===== config.mk =====
export PLATFORM = sky130hd
export DESIGN_NAME = bch_chien_search_flat
export DESIGN_NICKNAME = d
export VERILOG_FILES = /design/src/rtl/bch_chien_search_if.sv /design/src/rtl/bch_chien_search.sv /design/src/flat_wrapper.sv
export SDC_FILE = /design/constraint.sdc
export NUM_CORES = 1
export LEC_CHECK = 0
export ABC_CLOCK_PERIOD_IN_PS = 1900
export CAP_MARGIN = 20
export CORE_UTILIZATION = 45
export DETAILED_ROUTE_END_ITERATION = 10
export MAX_ROUTING_LAYER = met4
export PLACE_DENSITY = 0.72
export SLEW_MARGIN = 20
export SYNTH_ARGS = -nofsm -noshare
export SYNTH_HDL_FRONTEND = slang
export SYNTH_SLANG_ARGS = --single-unit

===== constraint.sdc =====
create_clock -name iclk -period 1.9 [get_ports iclk]
set_input_delay 0.38 -clock iclk [delete_from_list [all_inputs] [get_ports iclk]]
set_output_delay 0.38 -clock iclk [all_outputs]
set_load 0.02 [all_outputs]

===== src/rtl/bch_chien_search_if.sv =====
// Locator-in / position-flag-out bundle for bch_chien_search.
// The oerr_cnt member exists only when BCH_CHIEN_ERR_CNT_EN is defined.
interface bch_chien_search_if #(
  parameter int M = 4,
  parameter int T = 2
);
  logic              iloc_poly_val;
  logic [T:0][M-1:0] iloc_poly;
  logic [M-1:0]      iloc_poly_deg;
  logic              iloc_failed;
  logic              ordy;
  logic              oval;
  logic              osop;
  logic              oeop;
  logic              oerr;
  logic              odecfail;
`ifdef BCH_CHIEN_ERR_CNT_EN
  logic [M:0]        oerr_cnt;

  modport master (
    output iloc_poly_val, iloc_poly, iloc_poly_deg, iloc_failed,
    input  ordy, oval, osop, oeop, oerr, odecfail, oerr_cnt
  );
  modport slave (
    input  iloc_poly_val, iloc_poly, iloc_poly_deg, iloc_failed,
    output ordy, oval, osop, oeop, oerr, odecfail, oerr_cnt
  );
`else
  modport master (
    output iloc_poly_val, iloc_poly, iloc_poly_deg, iloc_failed,
    input  ordy, oval, osop, oeop, oerr, odecfail
  );
  modport slave (
    input  iloc_poly_val, iloc_poly, iloc_poly_deg, iloc_failed,
    output ordy, oval, osop, oeop, oerr, odecfail
  );
`endif
endinterface


===== src/rtl/bch_chien_search.sv =====
// Chien search: evaluates the error locator at one codeword position per clock, highest degree first.
// Optional BCH_CHIEN_ERR_CNT_EN adds the oerr_cnt root-count output on the oeop beat.
module bch_chien_search #(
  parameter int M      = 4,
  parameter int N      = 15,
  parameter int T      = 2,
  parameter int IRRPOL = 19
) (
  input logic               iclk,
  input logic               ireset,
  bch_chien_search_if.slave bus
);

  localparam logic [M:0] POLY  = (M+1)'(IRRPOL);
  localparam int         QM    = (1 << M) - 1;
  localparam int         SHIFT = (1 << M) - N;

  localparam logic [0:0] S_IDLE = 1'b0;
  localparam logic [0:0] S_RUN  = 1'b1;

  function automatic logic [M-1:0] mul_alpha(input logic [M-1:0] v);
    logic [M:0] w;
    w = {v, 1'b0};
    if (w[M]) w = w ^ POLY;
    return w[M-1:0];
  endfunction

  // Constant-exponent multiply by alpha^k, unrolled into shift/reduce steps.
  function automatic logic [M-1:0] mul_alpha_pow(input logic [M-1:0] v, input int k);
    logic [M-1:0] acc;
    acc = v;
    for (int i = 0; i < QM; i++)
      if (i < (k % QM)) acc = mul_alpha(acc);
    return acc;
  endfunction

  logic [0:0]        state;
  logic [M-1:0]      pos;
  logic [M:0]        root_cnt;
  logic [M:0]        cnt_next;
  logic [M-1:0]      lam0;
  logic [M-1:0]      deg_q;
  logic              failed_q;
  logic [T:1][M-1:0] r;
  logic [T:1][M-1:0] r_load;
  logic [T:1][M-1:0] r_step;
  logic [M-1:0]      sum;
  logic              s_zero;
  logic              last;
  logic              decfail_next;
  logic              oval_q, osop_q, oeop_q, oerr_q, odecfail_q;
`ifdef BCH_CHIEN_ERR_CNT_EN
  logic [M:0]        cnt_out;
`endif

  // The load pre-rotates by alpha^(j*(2^M-N)) so a shortened code starts at degree N-1.
  for (genvar j = 1; j <= T; j++) begin : g_coef
    assign r_load[j] = mul_alpha_pow(bus.iloc_poly[j], j * SHIFT);
    assign r_step[j] = mul_alpha_pow(r[j], j);
  end

  always_comb begin
    sum = lam0;
    for (int j = 1; j <= T; j++) sum = sum ^ r[j];
  end

  assign s_zero = (sum == '0);
  assign last   = (pos == M'(N - 1));

  always_comb begin
    cnt_next = root_cnt;
    if (s_zero && (root_cnt != '1)) cnt_next = root_cnt + (M+1)'(1);
  end

  assign decfail_next = failed_q
                      | (cnt_next != {1'b0, deg_q})
                      | ({1'b0, deg_q} > (M+1)'(T));

  always_ff @(posedge iclk) begin
    if (ireset) begin
      state      <= S_IDLE;
      pos        <= '0;
      root_cnt   <= '0;
      lam0       <= '0;
      deg_q      <= '0;
      failed_q   <= 1'b0;
      r          <= '0;
      oval_q     <= 1'b0;
      osop_q     <= 1'b0;
      oeop_q     <= 1'b0;
      oerr_q     <= 1'b0;
      odecfail_q <= 1'b0;
`ifdef BCH_CHIEN_ERR_CNT_EN
      cnt_out    <= '0;
`endif
    end else begin
      oval_q     <= 1'b0;
      osop_q     <= 1'b0;
      oeop_q     <= 1'b0;
      oerr_q     <= 1'b0;
      odecfail_q <= 1'b0;
`ifdef BCH_CHIEN_ERR_CNT_EN
      cnt_out    <= '0;
`endif
      case (state)
        S_IDLE: begin
          if (bus.iloc_poly_val) begin
            lam0     <= bus.iloc_poly[0];
            deg_q    <= bus.iloc_poly_deg;
            failed_q <= bus.iloc_failed;
            r        <= r_load;
            pos      <= '0;
            root_cnt <= '0;
            state    <= S_RUN;
          end
        end
        S_RUN: begin
          oval_q   <= 1'b1;
          osop_q   <= (pos == '0);
          oeop_q   <= last;
          oerr_q   <= s_zero;
          root_cnt <= cnt_next;
          r        <= r_step;
          pos      <= pos + M'(1);
          if (last) begin
            odecfail_q <= decfail_next;
`ifdef BCH_CHIEN_ERR_CNT_EN
            cnt_out    <= cnt_next;
`endif
            state      <= S_IDLE;
          end
        end
        default: state <= S_IDLE;
      endcase
    end
  end

  assign bus.ordy     = (state == S_IDLE);
  assign bus.oval     = oval_q;
  assign bus.osop     = osop_q;
  assign bus.oeop     = oeop_q;
  assign bus.oerr     = oerr_q;
  assign bus.odecfail = odecfail_q;
`ifdef BCH_CHIEN_ERR_CNT_EN
  assign bus.oerr_cnt = cnt_out;
`endif

endmodule


===== src/flat_wrapper.sv =====
// flat-port wrapper written by rule: the top's interface ports become plain ports
module bch_chien_search_flat 
#(
  parameter int M      = 4,
  parameter int N      = 15,
  parameter int T      = 2,
  parameter int IRRPOL = 19
)
  (iclk, ireset, bus_iloc_poly_val, bus_iloc_poly, bus_iloc_poly_deg, bus_iloc_failed, bus_ordy, bus_oval, bus_osop, bus_oeop, bus_oerr, bus_odecfail);
  bch_chien_search_if #(.M(M), .T(T)) bus_i ();
  input logic iclk;
  input logic ireset;
  input wire logic [$bits(bus_i.iloc_poly_val)-1:0] bus_iloc_poly_val;
  input wire logic [$bits(bus_i.iloc_poly)-1:0] bus_iloc_poly;
  input wire logic [$bits(bus_i.iloc_poly_deg)-1:0] bus_iloc_poly_deg;
  input wire logic [$bits(bus_i.iloc_failed)-1:0] bus_iloc_failed;
  output wire logic [$bits(bus_i.ordy)-1:0] bus_ordy;
  output wire logic [$bits(bus_i.oval)-1:0] bus_oval;
  output wire logic [$bits(bus_i.osop)-1:0] bus_osop;
  output wire logic [$bits(bus_i.oeop)-1:0] bus_oeop;
  output wire logic [$bits(bus_i.oerr)-1:0] bus_oerr;
  output wire logic [$bits(bus_i.odecfail)-1:0] bus_odecfail;
  assign bus_i.iloc_poly_val = bus_iloc_poly_val;
  assign bus_i.iloc_poly = bus_iloc_poly;
  assign bus_i.iloc_poly_deg = bus_iloc_poly_deg;
  assign bus_i.iloc_failed = bus_iloc_failed;
  assign bus_ordy = bus_i.ordy;
  assign bus_oval = bus_i.oval;
  assign bus_osop = bus_i.osop;
  assign bus_oeop = bus_i.oeop;
  assign bus_oerr = bus_i.oerr;
  assign bus_odecfail = bus_i.odecfail;
  bch_chien_search #(.M(M), .N(N), .T(T), .IRRPOL(IRRPOL)) u_core (.iclk(iclk), .ireset(ireset), .bus(bus_i));
endmodule

Word-level counts from Yosys, hierarchy flattened
Index checks and enable logic that the tools add are counted.

Add/subtract/negate cells: 2. $mul: 0. Divide/modulo/power cells: 0. Order comparisons: 1. Eq/ne operators: 4. Shift-type cells: 0. Muxes and demuxes: 17. Bitwise logic cells: 12. Reduce and logical (&&, ||, !) cells: 6.

Operators by type and width (count): 8-bit one-hot mux with 2 select lines (1); 2-bit two-way mux (6); 2-bit NOT (6); 5-bit two-way mux (2); 5-bit one-hot mux with 2 select lines (1); 4-bit zero test (2); 8-bit two-way mux (1); 4-bit one-hot mux with 2 select lines (1); 4-bit XOR (2); 5-bit by 1-bit adder with 5-bit output, second input constant (1); 5-bit by 4-bit != test with 1-bit output (1); 5-bit != test, second input constant (1); 4-bit by 1-bit adder with 4-bit output, second input constant (1); 4-bit == test, second input constant (1); 4-bit by 2-bit > comparator with 1-bit output, second input constant (1); 4-bit two-way mux (1); 1-bit two-way mux (3); 3-bit OR reduction (1); 2-bit != test, second input constant (1); 1-bit NOT (2); 1-bit OR (2); 1-bit one-hot mux with 2 select lines (1); 2-bit AND reduction (1); 2-bit OR reduction (1); 1-bit logical AND (1).

Bits in registers: 32. Latch bits: 0. Bits in writable memories: 0. Memory bits (read-only): 0. Input bits: 20. Logic and storage cells: 55. Memories kept: 0.

Depth between registers and ports, before layout
Gate-level depths: netlist of run 1.

Word-level depth: 8. Mapped depth: 7. Mapped depth without buffers: 7.

Worst setup path before layout of run 1
OpenSTA, ideal clock, no wires.

Kind: register to register. From: reg u_core.root_cnt[0]. To: reg u_core.odecfail_q, in the netlist u_core.bus.odecfail. Arrival: 1.691 ns. Required time: 1.769 ns. Slack: 0.078 ns. Cell stages (with the launch flop): 8. Period minus slack after synthesis: 1.822 ns. Path through: dfxtp_1 -> ha_1 -> and3_1 -> ha_1 -> a2111oi_0 -> nand3_1 -> a22oi_1 -> a311oi_1.

Longest elaborated chain between the ends: 6. Elaborated cells on any way between the ends: 7.

Ends and longest elaborated chain: from (decl) (line bch_chien_search.sv:39) `logic [M:0] root_cnt;`; from (signal assigned) (line bch_chien_search.sv:122) `root_cnt <= cnt_next;`; parallel branches: the longest is 2 deep, another holds 5-bit by 1-bit adder with 5-bit output; 5-bit two-way mux * (line bch_chien_search.sv:72) `if (s_zero && (root_cnt != '1)) cnt_next = root_cnt + (M+1)'(1);`; 5-bit by 4-bit != test with 1-bit output * (line bch_chien_search.sv:76) `| (cnt_next != {1'b0, deg_q})`; 1-bit OR * (line bch_chien_search.sv:76); 1-bit OR * (line bch_chien_search.sv:77) `| ({1'b0, deg_q} > (M+1)'(T));`; to (signal assigned) (line bch_chien_search.sv:126) `odecfail_q <= decfail_next;`; to (decl) (line bch_chien_search.sv:51) `logic oval_q, osop_q, oeop_q, oerr_q, odecfail_q;`.

Every way passes the cells marked *. A chain may end at the register's enable or synchronous reset.

Worst setup path after layout of run 1
Same ends and word-level chain as after synthesis.

==> flow_summary.ini, run 1 <==
[worst_setup_path]
arrival_ns = 2.04
end_kind = flop
cp_max_fo = 6
timing.rr.end = u_core.bus.odecfail$_SDFF_PP0_
reg2reg_slack_ns = 0.11
start_kind = flop
reg2reg_from = u_core.root_cnt[0]$_SDFFE_PP0P_
required_ns = 2.15
reg2reg_depth = 7
worstSetupPathType = reg2reg

[global_route]
grt_pass1_wl_microns = 5750
antenna_found_initial = 0
grt_max_degree = 33
grt_pass1_vias = 1295
gr-usage-all-layers_pct = 21.8
overflow = 0

[synth]
synth_area_per_cell_sq_um = 8.71
synthCells = 183
synth_top_family_by_area = simple AND/OR/NAND/NOR gates
netlist_area_sq_um = 1590
syn_nets = 208
synth_compound_area_share_pct = 17.3
yosys_warnings = 0
synth_mux_area_share_pct = 4.40
synth.area.top_cells = dfxtp_1, a21oi_1, nor2_1, nand2_1, mux2i_1
ys_types = 39
synth_top_area_share_pct = 40.2
async_reset_ff_share_pct = 0
synth_flop_cell = dfxtp_1
synth_largest_area_cell = dfxtp_1
synth_edf_count = 0
synth_simple_gate_area_share_pct = 20.6
yosys_register_bits = 32
ys_seq_area_share_pct = 40.2
synth_xor_area_share_pct = 9.58
synthAdderAreaFrac_pct = 3.92

[clock_network]
clk_pin_slew_worst_paths_ns = 0.09
cts_max_level = 2
cts_resized = 0
cts_buffer_depth = 2
cts_buffers = 5
cts_sinks = 32
tritoncts = yes
cts_hold_buf = 0
cts_root_buffer = clkbuf_4
clock_latency_ns = 0.34
cts_setup_buffers = 0

[sta]
worst_pin_slew_ns = 0.384
timing.final.crit_share_pct = 94.3
slew-limit-headroom_pct = 74.3
finalHoldViolations = 0
fin_skew_ns = 0.00774
setup_ws_ns = 0.108
timing.hold.ws_ns = 0.474
rsz0062_at_grt = false
clock.fmax_mhz = 558
drv_slew = 0
min_period_ns = 1.79
setup-tns-final_ns = 0
setup_viol = 0

[status]
status = finished clean

[worst_hold_path]
hold_class = reg2reg
min_path_cells = 2
hold_end = u_core.lam0[2]$_SDFFE_PP0P_
worstHoldStart = u_core.lam0[2]$_SDFFE_PP0P_

[place]
io_buffers = 25
placed_area_sq_um = 1930
pre_cts_slack_ns = 0.0202
hpwl_microns = 2520
gp_congestion = 0.942

[detailed_routing]
vias_per_cell = 5.23
wirelength_microns = 3470
via_count = 1359
dr.first_iter.drc_count = 60
wl_per_cell_microns = 13.3
drc_errors = 0
drt_pass1_iterations = 4
detail-route-antenna-nets = 0

[finish]
antenna_cells = 0
utilization_pct = 59.3
drive_above_1_share_pct = 10.7
finalNetCount = 238
regArea_sq_um = 642
area_delta_synth_final_pct = 25.1
multi_input_area_sq_um = 896
fillCellCount = 341
final_area_sq_um = 1990

[run]
cap_violations = 0

[power_and_ir_drop]
p_leak_nw = 0.798
cellPowerDensity_nw_per_um2 = 725
vdd_drop_max_mv = 0.516

[floorplanning]
start_util_pct = 47.4
die_width_microns = 61.5
die_h_microns = 61.5
io_pins = 26
coreArea_sq_um = 3360
dieArea_sq_um = 3780
fp-row-count = 21
## metrics by stage
step	total power, mW	instances
after floorplan	0.942	183
after global placement	1.04	252
after detailed placement	1.05	252
after CTS	1.45	260
after global routing	1.53	260
final	1.45	260
## per-layer routing
metal	vias to the layer above	GRT usage [%]	part of all wire, %
li1	702	-	-
met1	626	25.7	45
met2	26	34.9	50
met3	5	6.72	3.8
met4	0	8.25	1.5
met5	-	-	0
## power breakdown
group	total [mW]	internal (mW)	switching (mW)
combinational	0.304	0.155	0.149
sequential	0.735	0.704	0.0307
clock	0.407	0.182	0.225
## synth_stat cells, types with 2 or more instances
cell / n
a21oi_1: 23
xnor3_1: 3
o21ai_0: 4
dfxtp_1: 32
nand2_1: 20
nand3_1: 5
nand4_1: 2
a211oi_1: 3
nor3_1: 3
nand2b_1: 2
xor2_1: 3
xnor2_1: 4
nor2_1: 24
and3_1: 2
inv_1: 6
ha_1: 5
clkbuf_1: 7
nor2b_1: 3
nor4b_1: 2
a31oi_1: 2
a311oi_1: 4
mux2i_1: 7
## cells by family after synthesis
logic type / count (synthesis)
AO/OA/AOI/OAI: 44
XOR/XNOR: 11
adder cells (fa/ha/maj): 5
buffers and inverters: 15
flip-flops: 32
multiplexers: 7
AND/OR/NAND/NOR: 69
## layout make-up
type / count / share of cell area (%)
Timing Repair Buffer: 32 / 15.9
Multi-Input combinational cell: 136 / 44.9
Inverter: 6 / 1.13
Tap cell: 46 / 2.89
Sequential cell: 32 / 32.2
Clock buffer: 8 / 2.95
## critical path, stage by stage (launching register included)
cell	delay (ns)
dfxtp_1	0.33
ha_1	0.20
and3_1	0.18
ha_1	0.22
inv_2	0.11
a21boi_0	0.12
a211o_1	0.29
a311oi_1	0.25
## flip-flops by register name (all words and copies together), names as in the netlist
signal / flops
u_core.r: 8
u_core.root_cnt: 5
u_core.deg_q: 4
u_core.lam0: 4
u_core.pos: 4
u_core.bus.odecfail: 1
u_core.bus.oeop: 1
u_core.bus.oerr: 1
u_core.bus.osop: 1
u_core.bus.oval: 1
u_core.failed_q: 1
u_core.state: 1
## worst max-delay path by stage
stage | startpoint | cells past startpoint | end
5_1_grt | u_core.root_cnt[1]$_SDFFE_PP0P_ | 7 | u_core.bus.odecfail$_SDFF_PP0_
4_1_cts | u_core.root_cnt[1]$_SDFFE_PP0P_ | 7 | u_core.bus.odecfail$_SDFF_PP0_
2_1_floorplan | u_core.root_cnt[0]$_SDFFE_PP0P_ | 7 | u_core.bus.odecfail$_SDFF_PP0_
6_report | u_core.root_cnt[0]$_SDFFE_PP0P_ | 7 | u_core.bus.odecfail$_SDFF_PP0_
3_3_place_gp | u_core.root_cnt[1]$_SDFFE_PP0P_ | 7 | u_core.bus.odecfail$_SDFF_PP0_
3_5_place_dp | u_core.root_cnt[1]$_SDFFE_PP0P_ | 7 | u_core.bus.odecfail$_SDFF_PP0_
## cell usage in the layout, fill, tap and decap left out, drive strengths merged, types with 4 or more instances in the layout
cell type	n
nand3	5
ha	5
nand2	20
a311oi	4
dfxtp	32
o21ai	4
inv	6
nor2	25
xnor2	4
clkbuf	8
clkdlybuf4s50	24
xnor3	4
a21oi	23
mux2i	7
buf	7
Power figures use the tool's default switching activity.
==> run 2: changes to the inputs <==
--- a/config.mk
+++ b/config.mk
@@ -11,6 +11,7 @@
 export DETAILED_ROUTE_END_ITERATION = 10
 export MAX_ROUTING_LAYER = met4
 export PLACE_DENSITY = 0.72
+export REMOVE_ABC_BUFFERS = 1
 export SLEW_MARGIN = 20
 export SYNTH_ARGS = -nofsm -noshare
 export SYNTH_HDL_FRONTEND = slang
==> run 2 against run 1 <==
  * Flip-flop and latch count stayed put
  * Cell count grew 0.38%
  * Sequential share of layout area hardly changed
  * Design area about the same
  * Register-to-register slack improved by 0.02 ns
  * Sequential power about the same
  * Maximum frequency rose by 1.0%
  * Critical path depth is the same
  * First-iteration DRC count increased by 28%
==> flow_summary.ini, run 2 (same netlist as run 1, synthesis figures left out) <==
[sta]
setup-tns-final_ns = 0
worst_pin_slew_ns = 0.310
timing.final.crit_share_pct = 93.3
min_period_ns = 1.77
timing.hold.ws_ns = 0.475
clock.fmax_mhz = 564
finalHoldViolations = 0
rsz0062_at_grt = false
setup_viol = 0
slew-limit-headroom_pct = 79.4
drv_slew = 0
fin_skew_ns = 0.00402

[worst_setup_path]
start_kind = flop
cp_max_fo = 5
required_ns = 2.11
arrival_ns = 1.98
end_kind = flop
worstSetupPathType = reg2reg

[global_route]
grt_max_degree = 33
grt_pass1_wl_microns = 5960
gr-usage-all-layers_pct = 22.3
overflow = 0
grt_pass1_vias = 1325
antenna_found_initial = 0

[finish]
fillCellCount = 330
regMostFlops = u_core.r
largest_reg_flops = 8
drive_above_1_share_pct = 11.2
most-common-layout-cells = dfxtp_1, nor2_1, clkdlybuf4s50_1
finalNetCount = 239
antenna_cells = 0
reg.largest.list = u_core.r (8), u_core.root_cnt (5)
final_area_sq_um = 1990
area_delta_synth_final_pct = 25.0
utilization_pct = 59.3
layout_commonest_cell = dfxtp_1

[floorplanning]
dieArea_sq_um = 3780
die_width_microns = 61.5
start_util_pct = 47.4
fp-row-count = 21
io_pins = 26
die_h_microns = 61.5
coreArea_sq_um = 3360

[clock_network]
cts_setup_buffers = 0
cts_hold_buf = 0
cts_max_level = 2
cts_root_buffer = clkbuf_4
cts_buffers = 5
tritoncts = yes
cts_buffer_depth = 2
cts_sinks = 32
clk_pin_slew_worst_paths_ns = 0.09
clock_latency_ns = 0.32

[power_and_ir_drop]
p_leak_nw = 0.798
p_seq_share_pct = 51.2
internal_power_mw = 1.04
switching_power_uw = 392
p_sw_share_pct = 27.3
cellPowerDensity_nw_per_um2 = 720
comb_power_share_pct = 21.4
p_clk_share_pct = 27.4
fin_total_pwr_mw = 1.44
vdd_drop_max_mv = 0.495

[detailed_routing]
drt_pass1_iterations = 4
dr.first_iter.drc_count = 77
drc_errors = 0
vias_per_cell = 5.28
via_count = 1379
wirelength_microns = 3500
detail-route-antenna-nets = 0
wl_per_cell_microns = 13.4

[place]
io_buffers = 25
hpwl_microns = 2600
gp_congestion = 0.929
placed_area_sq_um = 1920

[worst_hold_path]
hold_class = reg2reg

[run]
cap_violations = 0

[status]
status = finished clean
-- run 2: critical path, cell delays in order (launching register included) --
cell       delay, ns
dfxtp_1         0.34
ha_1            0.20
and3_1          0.19
ha_1            0.31
a2111oi_2       0.22
nand3_1         0.14
a22oi_2         0.15
a311oi_1        0.09
-- run 2: final cells by class --
| class | instances | area, sq um | area share [%] |
|---|---|---|---|
| Clock buffer | 8 | 58.8 | 2.95 |
| Inverter | 6 | 22.5 | 1.13 |
| Multi-Input combinational cell | 136 | 901 | 45.2 |
| Sequential cell | 32 | 641 | 32.1 |
| Tap cell | 46 | 57.6 | 2.89 |
| Timing Repair Buffer | 33 | 313 | 15.7 |
-- run 2: path summary, 6_finish.rpt --
path,start,end,slack [ns],depth (start not counted)
setup / recovery,u_core.root_cnt[1]$_SDFFE_PP0P_,u_core.bus.odecfail$_SDFF_PP0_,0.13,7
hold / removal,u_core.deg_q[3]$_SDFFE_PP0P_,u_core.deg_q[3]$_SDFFE_PP0P_,0.48,2
setup reg to reg,u_core.root_cnt[1]$_SDFFE_PP0P_,u_core.bus.odecfail$_SDFF_PP0_,0.13,7
hold reg to reg,u_core.deg_q[3]$_SDFFE_PP0P_,u_core.deg_q[3]$_SDFFE_PP0P_,0.48,2
-- run 2: timing repair --
action	4_1_cts	5_1_grt
setup endpoints to repair	1	2
resized for setup	2	3
pin swaps	0	2
-- run 2: stage by stage --
step,worst slack [ns],std cells
floorplan,0.0784,174
global placement,0.0441,253
detailed placement,-0.0429,253
CTS,0.00929,261
global route,0.0146,261
finish,0.127,261
-- run 2: power groups by stage --
stage / clock, mW / sequential [mW] / combinational (mW)
floorplan: 0 / 0.756 / 0.170
global placement: 0 / 0.748 / 0.290
detailed placement: 0 / 0.750 / 0.297
CTS: 0.412 / 0.735 / 0.303
global route: 0.450 / 0.740 / 0.339
finish: 0.393 / 0.735 / 0.307
-- run 2: routing by layer --
| layer | up-vias | part of all wire, % | global-route usage (%) |
|---|---|---|---|
| li1 | 707 | - | - |
| met1 | 624 | 48 | 27.8 |
| met5 | - | 0 | - |
| met4 | 0 | 1.9 | 10.8 |
| met3 | 10 | 3.6 | 4.41 |
| met2 | 38 | 47 | 34.6 |
